<file path="src/rtl/for_input.sv">
// Input-side scatter: buffers two data sets and dispatches their rows to the multiplier groups that request them.
// Build option FOR_INPUT_ZERO_MASK_EN zeroes every mul_din slice that carries no granted row.
module for_input #(
    parameter int DATA_WIDTH     = 4,
    parameter int KERNEL_SIZE    = 9,
    parameter int NUM_OF_MUL     = 14,
    parameter int DATA_OF_SET    = 128,
    parameter int OUT_NUM_OF_SET = 3
) (
    input  logic                                                clk,
    input  logic                                                rst,
    input  logic [DATA_OF_SET-1:0][DATA_WIDTH-1:0]              din,
    input  logic                                                din_valid,
    output logic                                                din_ready,
    input  logic [OUT_NUM_OF_SET-1:0]                           mul_req,
    output logic [OUT_NUM_OF_SET-1:0]                           mul_valid,
    output logic [NUM_OF_MUL*OUT_NUM_OF_SET-1:0][DATA_WIDTH-1:0] mul_din,
    output logic [OUT_NUM_OF_SET-1:0][$clog2(KERNEL_SIZE)-1:0]  mul_row,
    output logic                                                set_done
);

    localparam int ROW_W = $clog2(KERNEL_SIZE);
    localparam int USED  = KERNEL_SIZE * NUM_OF_MUL;

    typedef logic [NUM_OF_MUL-1:0][DATA_WIDTH-1:0] row_t;
    typedef row_t [KERNEL_SIZE-1:0]                 slot_t;

    slot_t [1:0]                          buf_q;
    logic                                 wr_ptr;
    logic                                 rd_ptr;
    logic [1:0]                           count;
    logic [ROW_W-1:0]                     idx;

    logic                                 accept;
    logic [OUT_NUM_OF_SET-1:0]            grant;
    logic [OUT_NUM_OF_SET-1:0][ROW_W-1:0] grant_row;
    logic                                 last;
    logic [ROW_W-1:0]                     idx_nxt;

    // Lanes past the last full row are never stored.
    logic unused_lanes;
    assign unused_lanes = ^din[DATA_OF_SET-1:USED];

    assign din_ready = !rst && (count < 2'd2);
    assign accept    = din_valid && din_ready;

    // Requesting groups take consecutive rows from idx; a set's tail never borrows rows from the next slot.
    always_comb begin
        int unsigned rank;
        int unsigned row;
        grant     = '0;
        grant_row = '0;
        last      = 1'b0;
        rank      = 0;
        row       = 0;
        if (count != 2'd0) begin
            for (int unsigned g = 0; g < OUT_NUM_OF_SET; g++) begin
                if (mul_req[g]) begin
                    row = 32'(idx) + rank;
                    if (row < KERNEL_SIZE) begin
                        grant[g]     = 1'b1;
                        grant_row[g] = ROW_W'(row);
                        if (row == KERNEL_SIZE - 1) last = 1'b1;
                    end
                    rank = rank + 1;
                end
            end
        end
        if (last || (rank == 0)) idx_nxt = last ? '0 : idx;
        else                     idx_nxt = ROW_W'(32'(idx) + rank);
    end

    always_ff @(posedge clk) begin
        if (accept) buf_q[wr_ptr] <= din[USED-1:0];
    end

    always_ff @(posedge clk) begin
        if (rst) begin
            count     <= '0;
            wr_ptr    <= 1'b0;
            rd_ptr    <= 1'b0;
            idx       <= '0;
            mul_valid <= '0;
            mul_row   <= '0;
            mul_din   <= '0;
            set_done  <= 1'b0;
        end else begin
            if (accept) wr_ptr <= ~wr_ptr;
            if (last)   rd_ptr <= ~rd_ptr;
            idx <= idx_nxt;
            case ({accept, last})
                2'b10:   count <= count + 2'd1;
                2'b01:   count <= count - 2'd1;
                default: count <= count;
            endcase
            mul_valid <= grant;
            set_done  <= last;
            for (int unsigned g = 0; g < OUT_NUM_OF_SET; g++) begin
                if (grant[g]) begin
                    mul_row[g]                        <= grant_row[g];
                    mul_din[g*NUM_OF_MUL +: NUM_OF_MUL] <= buf_q[rd_ptr][grant_row[g]];
                end
`ifdef FOR_INPUT_ZERO_MASK_EN
                else begin
                    mul_din[g*NUM_OF_MUL +: NUM_OF_MUL] <= '0;
                end
`endif
            end
        end
    end

endmodule

</file>
<file path="config.mk">
export PLATFORM = sky130hd
export DESIGN_NAME = for_input
export DESIGN_NICKNAME = d
export VERILOG_FILES = /design/src/rtl/for_input.sv
export SDC_FILE = /design/constraint.sdc
export NUM_CORES = 2
export LEC_CHECK = 0
export BUFFER_PORTS_ARGS = -buffer_cell sky130_fd_sc_hd__buf_2
export CORE_MARGIN = 2
export CORE_UTILIZATION = 45
export CTS_CLUSTER_DIAMETER = 40
export DETAILED_ROUTE_END_ITERATION = 10
export PLACE_DENSITY = 0.65
export SYNTH_ARGS = -nofsm -noshare
export SYNTH_HDL_FRONTEND = slang
export SYNTH_SLANG_ARGS = --single-unit
</file>
<file path="constraint.sdc">
create_clock -name clk -period 30.5 [get_ports clk]
set_input_delay 4.575 -clock clk [delete_from_list [all_inputs] [get_ports clk]]
set_output_delay 4.575 -clock clk [all_outputs]
set_load 0.005 [all_outputs]
</file>
# == After elaboration in Yosys (flattened, before gate mapping) ==
# Cells that the tools add are included.
# totals
ff_bits,1200
in_bits,518
out_inout_bits,185
elab_cells,380
# classes
add_sub_neg,7
magnitude_cmp,10
eq_ne,6
n_mux,44
n_bitwise,2
reduce_logical,8
# ops
op,count
two-way mux 504 bit,3
bitwise mux 1008 bit,1
binary-select mux 56 bit (select 4 bit),3
demux 504 bit (select 1 bit),1
two-way mux 56 bit,3
two-way mux 32 bit,5
adder 32 x 1 -> 32 bit (second input constant),2
adder 4 x 32 -> 32 bit,2
equality test 32 x 4 -> 1 bit (second input constant),2
< comparator 32 x 4 -> 1 bit (second input constant),2
zero test 32 bit,1
two-way mux 4 bit,8
two-way mux 1 bit,17
< comparator 4 x 5 -> 1 bit (second input constant),3
two-way mux 12 bit,1
adder 4 bit,1
equality test 4 bit (second input constant),1
< comparator 1 x 2 -> 1 bit (second input constant),2
< comparator 4 bit (second input constant),1
one-hot mux 2 bit (2 select lines),1
nonzero test 2 bit,2
logical AND 1 bit,3
two-way mux 3 bit,1
adder 2 x 1 -> 2 bit (second input constant),1
9 further kinds,10

# == Logic depth before layout (Yosys ltp) ==
# depth
ltp_word,13
depth_mapped,17
ltp_nobuf,13

# == Least setup slack after synthesis ==
# No wires, ideal clock.
# synth_timing
path_kind,input port to flip-flop
from,input port rst
to,"register buf_q[0] (netlist name), enable pin"
setup_time_ns,1.383
arrival_time_ns,25.914
path_slack_ns,3.203
stages,4
n_path_buf,1
path_cell_list,clkbuf_1 > nor2_1 > nand2_1 > nor2_1
# synth_via
elab_chain_len,3
# synth_rtl
item,line_no,text
from (decl),11,"input logic rst,"
zero test 1 bit,44,assign din_ready = !rst && (count < 2'd2);
logical AND 1 bit,44,
via din_ready,14,"output logic din_ready,"
logical AND 1 bit,45,assign accept = din_valid && din_ready;
"to (signal, indexed assignment)",74,if (accept) buf_q[wr_ptr] <= din[USED-1:0];
to (decl),28,slot_t [1:0] buf_q;
# The timed path passes the listed nets, and every way through them passes these cells.
# A chain may end at the register's enable or synchronous reset.

# == Worst setup path in the final report ==
# layout_timing
from,input port rst
to,output port din_ready
# layout_via
elab_chain_len,2
# layout_rtl
item,line_no
zero test 1 bit,44
logical AND 1 bit,44
to (decl),14
# No other way between the ends.

==> qor.txt <==
Outcome -> finished clean
CP startpoint -> rst
Vias -> 45600
Total GRT Usage -> 0.335
# IOs -> 703
Synthesis Warnings -> 0
Clock transition at path regs -> 0.05 ns
Critical path required time -> 25.93 ns
Pin count of the biggest net entering global routing -> 178
Final hold vios -> 0
Sequential Area -> 34100 sq um
Multi-input gate area -> 22700 sq um
Startpoint Class -> input pin
Part of the cycle the worst path needs -> 0.331
# Post-CTS Setup Buffers -> 0
DP HPWL -> 151 mm
Max-cap violations -> 0
Arr. time, crit path -> 5.53 ns
Final #Nets -> 5544
CTS tree -> yes
DR pass1 iterations -> 8
Critical path capture point type -> primary output
Global-route wire length before repair -> 316 mm
Core ar. -> 129000 sq um
PD cells -> 64.2 nW/um^2
Critical path's top delay family -> buffers and inverters
Maximum vdd drop -> 0.0502 mV
Slowest-stage cell, CP -> buf_6
Cell variety after synth -> 73
Global route total overflow -> 0
Initial DRC Count -> 6745
Initial antenna violation count -> 138
Overall die area -> 133000 sq um
Hold wc startpoint -> mul_din[9]
DRC Markers -> 0
Min Tclk post-route -> 10.11 ns
Synthesized net count -> 4981
Initial core utilization -> 0.453
Reg2Reg Launch Point -> idx[0]
Rows -> 132
Core Util, Final -> 0.540
Dominant cells by area after synthesis -> edfxtp_1 (52%), mux4_2 (9.1%), dfxtp_1 (6.6%)
GP Congestion -> 0.953
Vias in the first global route -> 43100
RSZ-0062 raised after global routing -> no
H-tree Lvls -> 4
Setup TNS -> 0 ns
Tightest Pin Transition -> 1.49 ns
Max clock buf depth -> 3
Clock Latency Late Sink -> 0.83 ns
Synthesized area per cell -> 13.1 sq um
Yosys top cell area share -> 0.518
Fraction of layout cells with a size suffix above 1 -> 0.305
Crit path buffers/inverters -> 2
Slew margin rel. -> 0.00570
EDFF count, synth -> 1008
Area added between synthesis and finish -> 19.4%
Die height -> 364 microns
Root Buffer -> clkbuf_16
Max stage delay on crit path -> 0.44 ns
I/O Buffers -> 694
CTS Hold Bufs -> 0
Fin Hold WS -> 0.464 ns
CTS Sinks -> 1200
Max Fanout on Critical Path -> 61
Clock skew -> 0.0397 ns
Post_cts resized -> 0
Die span in x -> 364 microns
Cell taking the most area after synthesis -> edfxtp_1
Routed Antenna Nets -> 0
CP Cell Sequence -> buf_6 -> nor2_1 -> buf_2
WS Path Type -> input pin to primary output
Number of synthesized register bits -> 1200
Total Wirelength -> 228 mm
Max Slew Vio Count -> 0
Sequential fraction of the synthesis area -> 0.584
Wire per inst -> 32.7 microns
Cell Area, Synth -> 58500 sq um
Max Clock Freq -> 99.0 MHz
Prevailing post-synth register cell -> edfxtp_1
CTS Buf Count -> 180
Hold Crit Class -> register to register
Fillers -> 10900
LEAKAGE -> 23.9 nW
Vias/cell -> 6.53
Mapped Cells -> 4451
# setup viols final -> 0
Cell Count Post-Placement -> 6574
Non-filler cells, final -> 6991
Async set or reset register ratio after synthesis -> 0
## cell usage in the layout, fill, tap and decap left out, types with 36 or more instances in the layout
master | netlist | final
edfxtp_1 | 1008 | 1008
o221ai_1 | 36 | 36
a311oi_1 | 49 | 49
a221oi_1 | 44 | 44
diode_2 | 0 | 78
mux4_2 | 237 | 237
o211ai_1 | 108 | 108
a211oi_1 | 139 | 139
nand3_1 | 88 | 86
nor2_1 | 344 | 335
buf_2 | 130 | 693
nor3_1 | 110 | 108
nor2b_1 | 37 | 36
mux2_2 | 180 | 180
mux2i_1 | 242 | 241
buf_4 | 31 | 88
a21oi_1 | 239 | 237
o21ai_0 | 222 | 221
nand2_1 | 265 | 263
a31oi_1 | 56 | 56
dfxtp_1 | 192 | 189
clkbuf_16 | 0 | 184
o21bai_1 | 44 | 44
## worst register-to-register path: cells and delay by family, from the launching register on
| kind | cells | cell delay, ns |
|---|---|---|
| fa+ha+maj | 1 | 0.63 |
| flops | 1 | 0.77 |
| simple gates | 3 | 1.80 |
| buf+inv | 2 | 1.53 |
| compound gates | 2 | 0.57 |
## synth_stat cells, types with 13 or more instances
cell,number
a221o_1,22
a211o_1,14
o21bai_1,44
nand4_1,19
o211ai_1,108
a21oi_1,239
clkbuf_1,216
mux2i_1,242
nor3_1,110
buf_4,31
dfxtp_1,192
o311ai_0,13
nor2_1,344
mux2_2,180
a221oi_1,44
a311oi_1,49
o32ai_1,13
mux4_2,237
a211oi_1,139
a22oi_1,15
edfxtp_1,1008
o31a_1,29
a31oi_1,56
buf_2,130
o221ai_1,36
nor2b_1,37
o21ai_0,222
o31ai_1,18
nor4_1,35
nand2_1,265
a2111oi_0,15
nand3_1,88
or3_1,17
buf_1,29
and3_1,27
## worst paths after layout
check                end  slack (ns)  cells past startpoint
min           mul_din[9]        0.46                      1
max            din_ready       20.39                      3
max reg2reg  mul_din[77]       25.10                      8
min reg2reg   mul_din[9]        0.46                      1
## stage by stage
step	power [mW]	setup WS, ns	area, sq um
final	4.48	20.39	69800
after detailed placement	2.37	20.45	63400
after floorplan	2.19	3.20	58500
after CTS	4.48	20.45	69600
after global placement	2.36	20.45	63400
after global routing	4.59	20.42	69700
## area by class of cell
cell class	instances	share of cell area
Clock inverter	140	0.0223
Antenna cell	78	0.00280
Timing Repair Buffer	789	0.0613
Sequential cell	1200	0.489
Tap cell	1742	0.0312
Multi-Input combinational cell	2831	0.326
Inverter	12	0.000646
Clock buffer	199	0.0669
## per-layer routing
metal	part of all wire	routed length [microns]	vias up	track usage
li1	-	-	19100	-
met1	0.36	82700	22500	0.420
met2	0.45	103000	3254	0.506
met3	0.13	29800	768	0.120
met5	0.0021	481	-	0
met4	0.056	12800	78	0.187
## flip-flops by register name, summed over array words and instances, names as in the netlist
register   count
count          2
mul_row       12
buf_q       1008
mul_din      168
idx            4
mul_valid      3
rd_ptr         1
set_done       1
wr_ptr         1
## cells by family after synthesis
| family | Yosys count | share of synthesized area |
|---|---|---|
| simple gates | 993 | 0.0774 |
| fa+ha+maj | 12 | 0.00283 |
| compound gates | 1154 | 0.134 |
| xor+xnor | 13 | 0.00246 |
| flops | 1200 | 0.584 |
| buf+inv | 420 | 0.0320 |
| mux | 659 | 0.167 |
## power breakdown
part           total (mW)  switching (mW)  internal, mW  leakage (nW)
logic               0.453           0.300         0.153          10.1
clock network        2.13           0.834          1.29          3.01
registers            1.90          0.0390          1.86          10.8
Note: power is estimated with default switching activity, not from simulation.
